File: src/rtl/wb_stage_rv32i_pkg.sv
// Shared writeback-stage codes: writeback source select, load funct3 values
// and the load-fault rule used by the alignment logic.
package wb_stage_rv32i_pkg;

  // Writeback source select carried down from decode.
  typedef enum logic [1:0] {
    WBSEL_ALU  = 2'b00,
    WBSEL_LOAD = 2'b01,
    WBSEL_PC4  = 2'b10,
    WBSEL_IMM  = 2'b11
  } wbsel_e;

  // Load funct3 encodings.
  localparam logic [2:0] F3_LB  = 3'b000;
  localparam logic [2:0] F3_LH  = 3'b001;
  localparam logic [2:0] F3_LW  = 3'b010;
  localparam logic [2:0] F3_LBU = 3'b100;
  localparam logic [2:0] F3_LHU = 3'b101;

  // A load faults when it is misaligned for its size or uses a reserved funct3.
  function automatic logic load_fault(input logic [2:0] funct3, input logic [1:0] off);
    logic fault;
    case (funct3)
      F3_LB, F3_LBU: fault = 1'b0;
      F3_LH, F3_LHU: fault = off[0];
      F3_LW:         fault = (off != 2'b00);
      default:       fault = 1'b1;
    endcase
    return fault;
  endfunction

endpackage

File: src/rtl/wb_stage_rv32i_if.sv
// MEM->WB bundle plus the register-file write port driven by the WB stage.
// slave: the WB stage itself; master: whoever drives the MEM side and
// observes the write port.
interface wb_stage_rv32i_if #(
  parameter int unsigned XLEN       = 32,
  parameter int unsigned REG_ADDR_W = 5
) ();

  // Pipeline control
  logic                  stall;
  logic                  flush;

  // MEM-stage results
  logic                  mem_valid;
  logic                  mem_rdwrite;
  logic [REG_ADDR_W-1:0] mem_rd_addr;
  logic [1:0]            mem_wbsel;
  logic [2:0]            mem_funct3;
  logic [1:0]            mem_byte_off;
  logic [XLEN-1:0]       mem_alu_result;
  logic [XLEN-1:0]       mem_load_word;
  logic [XLEN-1:0]       mem_pc4;
  logic [XLEN-1:0]       mem_imm;

  // Register file write port and status
  logic                  cu_rdwrite;
  logic [REG_ADDR_W-1:0] rd_addr;
  logic [XLEN-1:0]       rd_in;
  logic                  wb_valid;
  logic                  load_err;

  modport slave (
    input  stall, flush,
    input  mem_valid, mem_rdwrite, mem_rd_addr, mem_wbsel, mem_funct3, mem_byte_off,
    input  mem_alu_result, mem_load_word, mem_pc4, mem_imm,
    output cu_rdwrite, rd_addr, rd_in, wb_valid, load_err
  );

  modport master (
    output stall, flush,
    output mem_valid, mem_rdwrite, mem_rd_addr, mem_wbsel, mem_funct3, mem_byte_off,
    output mem_alu_result, mem_load_word, mem_pc4, mem_imm,
    input  cu_rdwrite, rd_addr, rd_in, wb_valid, load_err
  );

endinterface

File: src/rtl/wb_stage_rv32i_load_align.sv
// Combinational load alignment: picks the byte/half/word addressed by the
// low address bits out of the raw memory word and sign/zero-extends it.
module wb_stage_rv32i_load_align
  import wb_stage_rv32i_pkg::*;
#(
  parameter int unsigned XLEN = 32
) (
  input  logic [XLEN-1:0] word,
  input  logic [2:0]      funct3,
  input  logic [1:0]      off,
  output logic [XLEN-1:0] data,
  output logic            err
);

  logic [7:0]  byte_sel;
  logic [15:0] half_sel;

  // Lane select, then extend according to load type.
  always_comb begin
    byte_sel = word[{off, 3'b000} +: 8];
    half_sel = word[{off[1], 4'b0000} +: 16];
    data     = '0;
    case (funct3)
      F3_LB:   data = {{(XLEN-8){byte_sel[7]}}, byte_sel};
      F3_LH:   data = {{(XLEN-16){half_sel[15]}}, half_sel};
      F3_LW:   data = word;
      F3_LBU:  data = {{(XLEN-8){1'b0}}, byte_sel};
      F3_LHU:  data = {{(XLEN-16){1'b0}}, half_sel};
      default: data = '0;
    endcase
    err = load_fault(funct3, off);
  end

endmodule

File: src/rtl/wb_stage_rv32i.sv
// MEM/WB pipeline register and writeback mux for the RV32I core. Drives the
// register-file write port purely from registered state and counts retired
// instructions.
module wb_stage_rv32i
  import wb_stage_rv32i_pkg::*;
#(
  parameter int unsigned XLEN       = 32,
  parameter int unsigned REG_ADDR_W = 5,
  parameter int unsigned CNT_W      = 32
) (
  input  logic             clock,
  input  logic             reset,
  wb_stage_rv32i_if.slave  wb,
  output logic [CNT_W-1:0] retire_count
);

  // WB register fields
  logic                  valid_q, valid_d;
  logic                  rdwrite_q, rdwrite_d;
  logic [REG_ADDR_W-1:0] rd_addr_q, rd_addr_d;
  wbsel_e                wbsel_q, wbsel_d;
  logic [2:0]            funct3_q, funct3_d;
  logic [1:0]            byte_off_q, byte_off_d;
  logic [XLEN-1:0]       alu_q, alu_d;
  logic [XLEN-1:0]       load_word_q, load_word_d;
  logic [XLEN-1:0]       pc4_q, pc4_d;
  logic [XLEN-1:0]       imm_q, imm_d;

  logic [CNT_W-1:0]      retire_cnt_q, retire_cnt_d;

  logic [XLEN-1:0]       load_data;
  logic                  align_err;
  logic                  load_err;
  logic                  retire;
  logic [XLEN-1:0]       wb_data;

  wb_stage_rv32i_load_align #(
    .XLEN(XLEN)
  ) u_load_align (
    .word  (load_word_q),
    .funct3(funct3_q),
    .off   (byte_off_q),
    .data  (load_data),
    .err   (align_err)
  );

  // Next WB register contents: flush beats stall beats capture.
  always_comb begin
    valid_d     = valid_q;
    rdwrite_d   = rdwrite_q;
    rd_addr_d   = rd_addr_q;
    wbsel_d     = wbsel_q;
    funct3_d    = funct3_q;
    byte_off_d  = byte_off_q;
    alu_d       = alu_q;
    load_word_d = load_word_q;
    pc4_d       = pc4_q;
    imm_d       = imm_q;
    if (wb.flush) begin
      valid_d     = 1'b0;
      rdwrite_d   = 1'b0;
      rd_addr_d   = '0;
      wbsel_d     = WBSEL_ALU;
      funct3_d    = '0;
      byte_off_d  = '0;
      alu_d       = '0;
      load_word_d = '0;
      pc4_d       = '0;
      imm_d       = '0;
    end else if (!wb.stall) begin
      valid_d     = wb.mem_valid;
      rdwrite_d   = wb.mem_rdwrite;
      rd_addr_d   = wb.mem_rd_addr;
      wbsel_d     = wbsel_e'(wb.mem_wbsel);
      funct3_d    = wb.mem_funct3;
      byte_off_d  = wb.mem_byte_off;
      alu_d       = wb.mem_alu_result;
      load_word_d = wb.mem_load_word;
      pc4_d       = wb.mem_pc4;
      imm_d       = wb.mem_imm;
    end
  end

  // WB register with synchronous reset.
  always_ff @(posedge clock) begin
    if (reset) begin
      valid_q     <= 1'b0;
      rdwrite_q   <= 1'b0;
      rd_addr_q   <= '0;
      wbsel_q     <= WBSEL_ALU;
      funct3_q    <= '0;
      byte_off_q  <= '0;
      alu_q       <= '0;
      load_word_q <= '0;
      pc4_q       <= '0;
      imm_q       <= '0;
    end else begin
      valid_q     <= valid_d;
      rdwrite_q   <= rdwrite_d;
      rd_addr_q   <= rd_addr_d;
      wbsel_q     <= wbsel_d;
      funct3_q    <= funct3_d;
      byte_off_q  <= byte_off_d;
      alu_q       <= alu_d;
      load_word_q <= load_word_d;
      pc4_q       <= pc4_d;
      imm_q       <= imm_d;
    end
  end

  // Writeback mux and write-port outputs, derived from the WB register only.
  always_comb begin
    wb_data = '0;
    unique case (wbsel_q)
      WBSEL_ALU:  wb_data = alu_q;
      WBSEL_LOAD: wb_data = load_data;
      WBSEL_PC4:  wb_data = pc4_q;
      WBSEL_IMM:  wb_data = imm_q;
      default:    wb_data = '0;
    endcase
    load_err      = valid_q & (wbsel_q == WBSEL_LOAD) & align_err;
    wb.wb_valid   = valid_q;
    wb.load_err   = load_err;
    // Bubbles drive a clean zero address/data rather than stale fields.
    wb.rd_addr    = valid_q ? rd_addr_q : '0;
    wb.rd_in      = valid_q ? wb_data : '0;
    wb.cu_rdwrite = valid_q & rdwrite_q & (rd_addr_q != '0) & ~load_err;
  end

  // An instruction retires on the edge it leaves WB without stall, flush or fault.
  always_comb begin
    retire       = valid_q & ~wb.stall & ~wb.flush & ~load_err;
    retire_cnt_d = retire ? retire_cnt_q + CNT_W'(1) : retire_cnt_q;
  end

  // Retire counter; wraps naturally at all-ones.
  always_ff @(posedge clock) begin
    if (reset) begin
      retire_cnt_q <= '0;
    end else begin
      retire_cnt_q <= retire_cnt_d;
    end
  end

  assign retire_count = retire_cnt_q;

endmodule

File: src/flat_wrapper.sv
// flat-port wrapper written by rule: the top's interface ports become plain ports
module wb_stage_rv32i_flat import wb_stage_rv32i_pkg::*;
#(
  parameter int unsigned XLEN       = 32,
  parameter int unsigned REG_ADDR_W = 5,
  parameter int unsigned CNT_W      = 32
)
  (clock, reset, retire_count, wb_stall, wb_flush, wb_mem_valid, wb_mem_rdwrite, wb_mem_rd_addr, wb_mem_wbsel, wb_mem_funct3, wb_mem_byte_off, wb_mem_alu_result, wb_mem_load_word, wb_mem_pc4, wb_mem_imm, wb_cu_rdwrite, wb_rd_addr, wb_rd_in, wb_wb_valid, wb_load_err);
  wb_stage_rv32i_if #(.XLEN(XLEN), .REG_ADDR_W(REG_ADDR_W)) wb_i ();
  input  logic clock;
  input  logic reset;
  output logic [CNT_W-1:0] retire_count;
  input wire logic [$bits(wb_i.stall)-1:0] wb_stall;
  input wire logic [$bits(wb_i.flush)-1:0] wb_flush;
  input wire logic [$bits(wb_i.mem_valid)-1:0] wb_mem_valid;
  input wire logic [$bits(wb_i.mem_rdwrite)-1:0] wb_mem_rdwrite;
  input wire logic [$bits(wb_i.mem_rd_addr)-1:0] wb_mem_rd_addr;
  input wire logic [$bits(wb_i.mem_wbsel)-1:0] wb_mem_wbsel;
  input wire logic [$bits(wb_i.mem_funct3)-1:0] wb_mem_funct3;
  input wire logic [$bits(wb_i.mem_byte_off)-1:0] wb_mem_byte_off;
  input wire logic [$bits(wb_i.mem_alu_result)-1:0] wb_mem_alu_result;
  input wire logic [$bits(wb_i.mem_load_word)-1:0] wb_mem_load_word;
  input wire logic [$bits(wb_i.mem_pc4)-1:0] wb_mem_pc4;
  input wire logic [$bits(wb_i.mem_imm)-1:0] wb_mem_imm;
  output wire logic [$bits(wb_i.cu_rdwrite)-1:0] wb_cu_rdwrite;
  output wire logic [$bits(wb_i.rd_addr)-1:0] wb_rd_addr;
  output wire logic [$bits(wb_i.rd_in)-1:0] wb_rd_in;
  output wire logic [$bits(wb_i.wb_valid)-1:0] wb_wb_valid;
  output wire logic [$bits(wb_i.load_err)-1:0] wb_load_err;
  assign wb_i.stall = wb_stall;
  assign wb_i.flush = wb_flush;
  assign wb_i.mem_valid = wb_mem_valid;
  assign wb_i.mem_rdwrite = wb_mem_rdwrite;
  assign wb_i.mem_rd_addr = wb_mem_rd_addr;
  assign wb_i.mem_wbsel = wb_mem_wbsel;
  assign wb_i.mem_funct3 = wb_mem_funct3;
  assign wb_i.mem_byte_off = wb_mem_byte_off;
  assign wb_i.mem_alu_result = wb_mem_alu_result;
  assign wb_i.mem_load_word = wb_mem_load_word;
  assign wb_i.mem_pc4 = wb_mem_pc4;
  assign wb_i.mem_imm = wb_mem_imm;
  assign wb_cu_rdwrite = wb_i.cu_rdwrite;
  assign wb_rd_addr = wb_i.rd_addr;
  assign wb_rd_in = wb_i.rd_in;
  assign wb_wb_valid = wb_i.wb_valid;
  assign wb_load_err = wb_i.load_err;
  wb_stage_rv32i #(.XLEN(XLEN), .REG_ADDR_W(REG_ADDR_W), .CNT_W(CNT_W)) u_core (.clock(clock), .reset(reset), .wb(wb_i), .retire_count(retire_count));
endmodule
File: config.mk
export PLATFORM = sky130hd
export DESIGN_NAME = wb_stage_rv32i_flat
export DESIGN_NICKNAME = d
export VERILOG_FILES = /design/src/rtl/wb_stage_rv32i_pkg.sv /design/src/rtl/wb_stage_rv32i_if.sv /design/src/rtl/wb_stage_rv32i_load_align.sv /design/src/rtl/wb_stage_rv32i.sv /design/src/flat_wrapper.sv
export SDC_FILE = /design/constraint.sdc
export NUM_CORES = 1
export LEC_CHECK = 0
export CORE_AREA = 4 4 108 187
export DETAILED_ROUTE_END_ITERATION = 10
export DIE_AREA = 0 0 112 191
export PLACE_DENSITY = 0.85
export SKIP_LAST_GASP = 1
export SLEW_MARGIN = 5
export SYNTH_ARGS = -nofsm -noshare
export SYNTH_HDL_FRONTEND = slang
export SYNTH_HIERARCHICAL = 1
export SYNTH_SLANG_ARGS = --single-unit
File: constraint.sdc
create_clock -name clock -period 7.07 [get_ports clock]
set_clock_uncertainty 0.1 [all_clocks]
set_input_delay 1.414 -clock clock [delete_from_list [all_inputs] [get_ports clock]]
set_output_delay 1.414 -clock clock [all_outputs]
set_load 0.005 [all_outputs]
Word level (Yosys, flattened, before mapping)
Index checks and enable logic that the tools add are counted.
- register bits: 174
- input port bits: 146
- output and inout bits: 72
- word-level logic and storage cells: 44
- add/subtract/negate cells: 1
- eq/ne operators: 7
- shift operators: 2
- multiplexer cells: 5
- bitwise logic cells: 11
- reductions and logical operators: 7
- operators by type and width (operator ; count):
    32-bit case mux with 5 select lines ; 1
    32-bit case mux with 4 select lines ; 1
    32-bit by 1-bit adder with 32-bit output, second input constant ; 1
    32-bit 2-to-1 mux ; 1
    32-bit by 6-bit variable part select with 16-bit output ; 1
    32-bit by 6-bit variable part select with 8-bit output ; 1
    1-bit bitwise AND ; 8
    3-bit equality test, second input constant ; 2
    2-bit OR reduction ; 3
    5-bit 2-to-1 mux ; 1
    5-bit nonzero test ; 1
    2-bit equality test, second input constant ; 2
    3-bit by 1-bit equality test with 1-bit output, second input constant ; 1
    3-bit by 2-bit equality test with 1-bit output, second input constant ; 1
    3-bit logical NOT ; 1
    1-bit NOT ; 3
    1-bit case mux with 3 select lines ; 1
    2-bit by 1-bit equality test with 1-bit output, second input constant ; 1
    2-bit logical NOT ; 1
    2-bit nonzero test ; 1

Depth between registers and ports, before layout
- depth after elaboration: 6
- gate-level depth with buffers: 9
- mapped depth without buffers: 7

By module
Netlist, hierarchy kept.
- by module, submodules not included (module ; instances ; cells each ; area an instance (sq um) ; sequential area each (sq um)):
    wb_stage_rv32i ; 1 ; 733 ; 7552.2 ; 3483.3
    wb_stage_rv32i_load_align ; 1 ; 104 ; 769.5 ; 0.0

Worst setup path after synthesis
Ideal clock, no wire load.
- path type: register -> output
- start point: register u_core.byte_off_q[0]
- end point: output wb_rd_in[13]
- arrival: 2.072 ns
- data required time: 5.556 ns
- slack: 3.484 ns
- stages on the path, launching flop included: 7
- path buffers: 1
- path through: dfxtp_1 -> mux4_2 -> and3_4 -> buf_6 -> a221o_1 -> mux4_2 -> and2_1
- word-level cells in the longest chain between the ends: 4
- ends and longest elaborated chain (what ; RTL line ; source):
    start: declaration ; wb_stage_rv32i.sv:23 ; logic [1:0] byte_off_q, byte_off_d;
    start signal: assignment ; wb_stage_rv32i.sv:103 ; byte_off_q <= byte_off_d;
    32-bit by 6-bit variable part select with 8-bit output ; wb_stage_rv32i_load_align.sv:20 ; byte_sel = word[{off, 3'b000} +: 8];
    32-bit case mux with 5 select lines ; wb_stage_rv32i_load_align.sv:23 ; case (funct3)
    via u_core.load_data[13] ; wb_stage_rv32i.sv:31 ; logic [XLEN-1:0] load_data;
    32-bit case mux with 4 select lines ; wb_stage_rv32i.sv:114 ; unique case (wbsel_q)
    32-bit 2-to-1 mux ; wb_stage_rv32i.sv:126 ; wb.rd_in = valid_q ? wb_data : '0;
    end: declaration ; flat_wrapper.sv:27 ; output wire logic [$bits(wb_i.rd_in)-1:0] wb_rd_in;
The timed path passes the listed nets, and every way through them passes these cells.

Final worst setup path
- start point: register u_core.byte_off_q[1]
- end point: output wb_rd_in[29]
- word-level cells in the longest chain between the ends: 4
- elaborated cells on any way between the ends: 5
- classes of those cells: 2 x shift; 3 x mux
- ends and longest elaborated chain (what ; RTL line):
    32-bit by 6-bit variable part select with 16-bit output / 32-bit by 6-bit variable part select with 8-bit output (equally long branches) ; wb_stage_rv32i_load_align.sv:21, wb_stage_rv32i_load_align.sv:20
    32-bit case mux with 5 select lines * ; wb_stage_rv32i_load_align.sv:23
    via u_core.load_data[29] ; wb_stage_rv32i.sv:31
    32-bit case mux with 4 select lines * ; wb_stage_rv32i.sv:114
    32-bit 2-to-1 mux * ; wb_stage_rv32i.sv:126
Mark *: on every way through the listed nets, which the timed path passes. The rest lies on a longest branch.

==> flow_metrics.py <==
metrics = {
    "run_status": {
        "outcome": "complete, no violations",
    },
    "cts": {
        "cts_setup_buffers": 0,
        "cts_tree": "built",
        "max-clock-path-buffers": 2,
        "htree_num_levels": 4,
        "clk_latency_ns": 0.43,
        "cts.reportedPaths.clkPinSlew_ns": 0.06,
        "clock-root-buffer": "clkbuf_16",
        "numCtsBuffers": 17,
        "cts_resized": 0,
        "cts_hold_buf": 0,
        "cts.sinks": 174,
    },
    "synth": {
        "avgSynthCellArea_um2": 9.94,
        "synthMostInstantiatedCell": "dfxtp_1",
        "async_reset_ff_share_pct": 0,
        "synth_simple_gate_area_share_pct": 17.7,
        "synth_top_family_by_area": "multiplexers",
        "synth_warnings": 6,
        "yosys.area_share.xor_xnor_pct": 0.737,
        "synth_top_area_cell": "dfxtp_1",
        "syn_area_mm2": 0.00832,
        "synth.mux.area_fraction_pct": 28.0,
        "yosys.area.top_type_share_pct": 41.9,
        "synthAdderAreaFrac_pct": 0.150,
        "ys_seq_area_share_pct": 41.9,
        "synth_cells": 837,
        "synthTopCellsByArea": "dfxtp_1 (42%), mux2i_1 (18%), mux4_2 (8.9%), nor2_1 (7.5%), and2_1 (2.8%)",
        "syn-num-nets": 984,
        "synth_compound_area_share_pct": 7.70,
        "synth_seq_cells": 174,
        "synth-edff-count": 0,
        "yosysUniqueCellTypes": 45,
        "ys_top_cells_by_count": "dfxtp_1 (174), nor2_1 (166), mux2i_1 (148)",
        "synthFlopType": "dfxtp_1",
    },
    "global_routing": {
        "grt_overflow": 0,
        "grt_max_degree": 99,
        "track_usage_pct": 23.3,
        "antenna_found_initial": 5,
        "grt_pass1_vias": 7270,
        "grt_pass1_wl_um": 38800,
    },
    "detailed_routing": {
        "remaining_drc_errors": 0,
        "drtIter0Drc": 565,
        "antenna_left": 0,
        "drt_pass1_iterations": 5,
        "vias": 7110,
        "post_drt_wl_per_cell_um": 20.1,
        "avgViaCountPerCell": 5.61,
        "drt-total-wl_um": 25400,
    },
    "floorplanning": {
        "die_h_um": 191,
        "start_util_pct": 44.8,
        "row_count": 66,
        "dieArea_mm2": 0.0214,
        "die_x_um": 112,
        "io-pin-count": 218,
        "design.core.area_mm2": 0.0186,
    },
    "layout": {
        "design_area_mm2": 0.0111,
        "final_util_pct": 60.0,
        "num-fill-cells": 1619,
        "areaGrowthSynthToFinish_pct": 33.9,
        "fin_nets": 1159,
        "layout-drive-gt1-share_pct": 9.07,
    },
    "power": {
        "clock_power_share_pct": 42.0,
        "power_leakage_nw": 4.30,
        "irDropWorstVdd_mv": 0.231,
        "power.internal_mw": 1.67,
        "combPwrFrac_pct": 10.8,
        "power.net_switching_mw": 0.518,
        "pwr_density_cell_mw_per_mm2": 196,
        "switching_share_pct": 23.7,
        "seqPwrFrac_pct": 47.2,
    },
    "setup_path": {
        "cp.required_ns": 5.56,
        "start_kind": "flip-flop",
        "cp_data_arrival_time_ns": 3.61,
        "critPathKind": "reg2out",
        "cp_max_fo": 18,
        "end_kind": "primary output",
    },
    "sta": {
        "worst_pin_slew_ns": 1.20,
        "finalCritPeriodShare_pct": 72.5,
        "rsz0062_at_grt": "false",
        "max_freq_ghz": 0.195,
        "final.setup.tns_ns": 0,
        "post-route-min-period_ns": 5.12,
        "maxSlewViolCount": 0,
        "final_hold_viol_count": 0,
        "setup_viol": 0,
        "max_slew_margin_pct": 19.8,
    },
    "placement": {
        "placed_cell_area_mm2": 0.0106,
        "port_buffers": 217,
        "hpwl_um": 18600,
        "finalWeightedCongestion": 0.879,
    },
    "run": {
        "cap_viol_max_count": 0,
    },
    "min_path": {
        "hp-class": "reg2reg",
    },
}
[area by class of cell]
cell class,count,area [µm²],share of cell area (%)
Clock inverter,14,144,1.29
Clock buffer,18,429,3.85
Tap cell,238,298,2.67
Sequential cell,174,3490,31.3
Antenna cell,4,10.0,0.0898
Inverter,7,26.3,0.236
Multi-Input combinational cell,587,4510,40.5
Timing Repair Buffer,225,2240,20.1
[power groups by stage]
stage                     Sequential (mW)  Clock, mW  Combinational (mW)
after CTS                            1.03      0.941               0.237
final                                1.03      0.918               0.236
after global placement               1.05          0               0.232
after floorplan                      1.04          0               0.131
after global routing                 1.03      0.974               0.254
after detailed placement             1.05          0               0.236
[stage by stage]
step	hold slack (ns)	std cells	power (mW)	setup slack (ns)
2_1_floorplan	0.358	837	1.17	3.48
3_3_place_gp	0.360	1231	1.28	2.41
3_5_place_dp	0.377	1231	1.29	2.42
4_1_cts	0.394	1263	2.21	1.95
5_1_grt	0.418	1267	2.26	1.76
6_report	0.388	1267	2.19	1.95
[logic make-up after synthesis]
kind of cell	Yosys count
simple gates	300
mux	190
flops	174
compound gates	89
buf+inv	76
xor+xnor	7
fa+ha+maj	1
[per-layer routing]
layer  part of all wire, %  global-route usage [%]
met1                    35                    22.9
met2                    55                    44.1
met5                 0.079                       0
met3                   5.1                    4.69
met4                   5.6                    14.4
[critical path, cell delays in order (launching register included)]
cell,delay (ns)
dfxtp_1,0.67
mux2_2,0.54
a21boi_2,0.72
a211oi_1,0.14
mux4_2,0.49
and2_1,0.16
clkdlybuf4s50_1,0.45
[flip-flops by register name (all words and copies together), names as in the netlist]
| register | count |
|---|---|
| u_core/rdwrite_q | 1 |
| u_core/imm_q | 32 |
| u_core/retire_count | 32 |
| u_core/wb.wb_valid | 1 |
| u_core/alu_q | 32 |
| u_core/byte_off_q | 2 |
| u_core/pc4_q | 32 |
| u_core/funct3_q | 3 |
| u_core/rd_addr_q | 5 |
| u_core/wbsel_q | 2 |
| u_core/load_word_q | 32 |
[final timing paths]
check                                         start                                    to  slack, ns  cells after the start
setup / recovery  u_core/byte_off_q[1]$_SDFFE_PP0N_                          wb_rd_in[29]       1.95                      6
hold / removal        u_core/pc4_q[11]$_SDFFE_PP0N_         u_core/pc4_q[11]$_SDFFE_PP0N_       0.39                      2
setup reg to reg     u_core/wbsel_q[1]$_SDFFE_PP0N_  u_core/retire_count[14]$_SDFFE_PP0P_       3.75                      5
hold reg to reg       u_core/pc4_q[11]$_SDFFE_PP0N_         u_core/pc4_q[11]$_SDFFE_PP0N_       0.39                      2
[placed cells by master (no fill, tap or decap), types with 10 or more instances in the layout]
cell type	instances
mux4_2	33
a21oi_1	20
nand2_1	15
a211oi_1	16
mux2i_1	148
nor2_1	166
and2_1	37
or4_1	15
o31ai_1	13
nor2b_1	15
dfxtp_1	172
a22oi_1	16
clkbuf_16	17
nand4_1	10
clkdlybuf4s50_1	216
No activity file was read; power rests on OpenSTA's default activity.
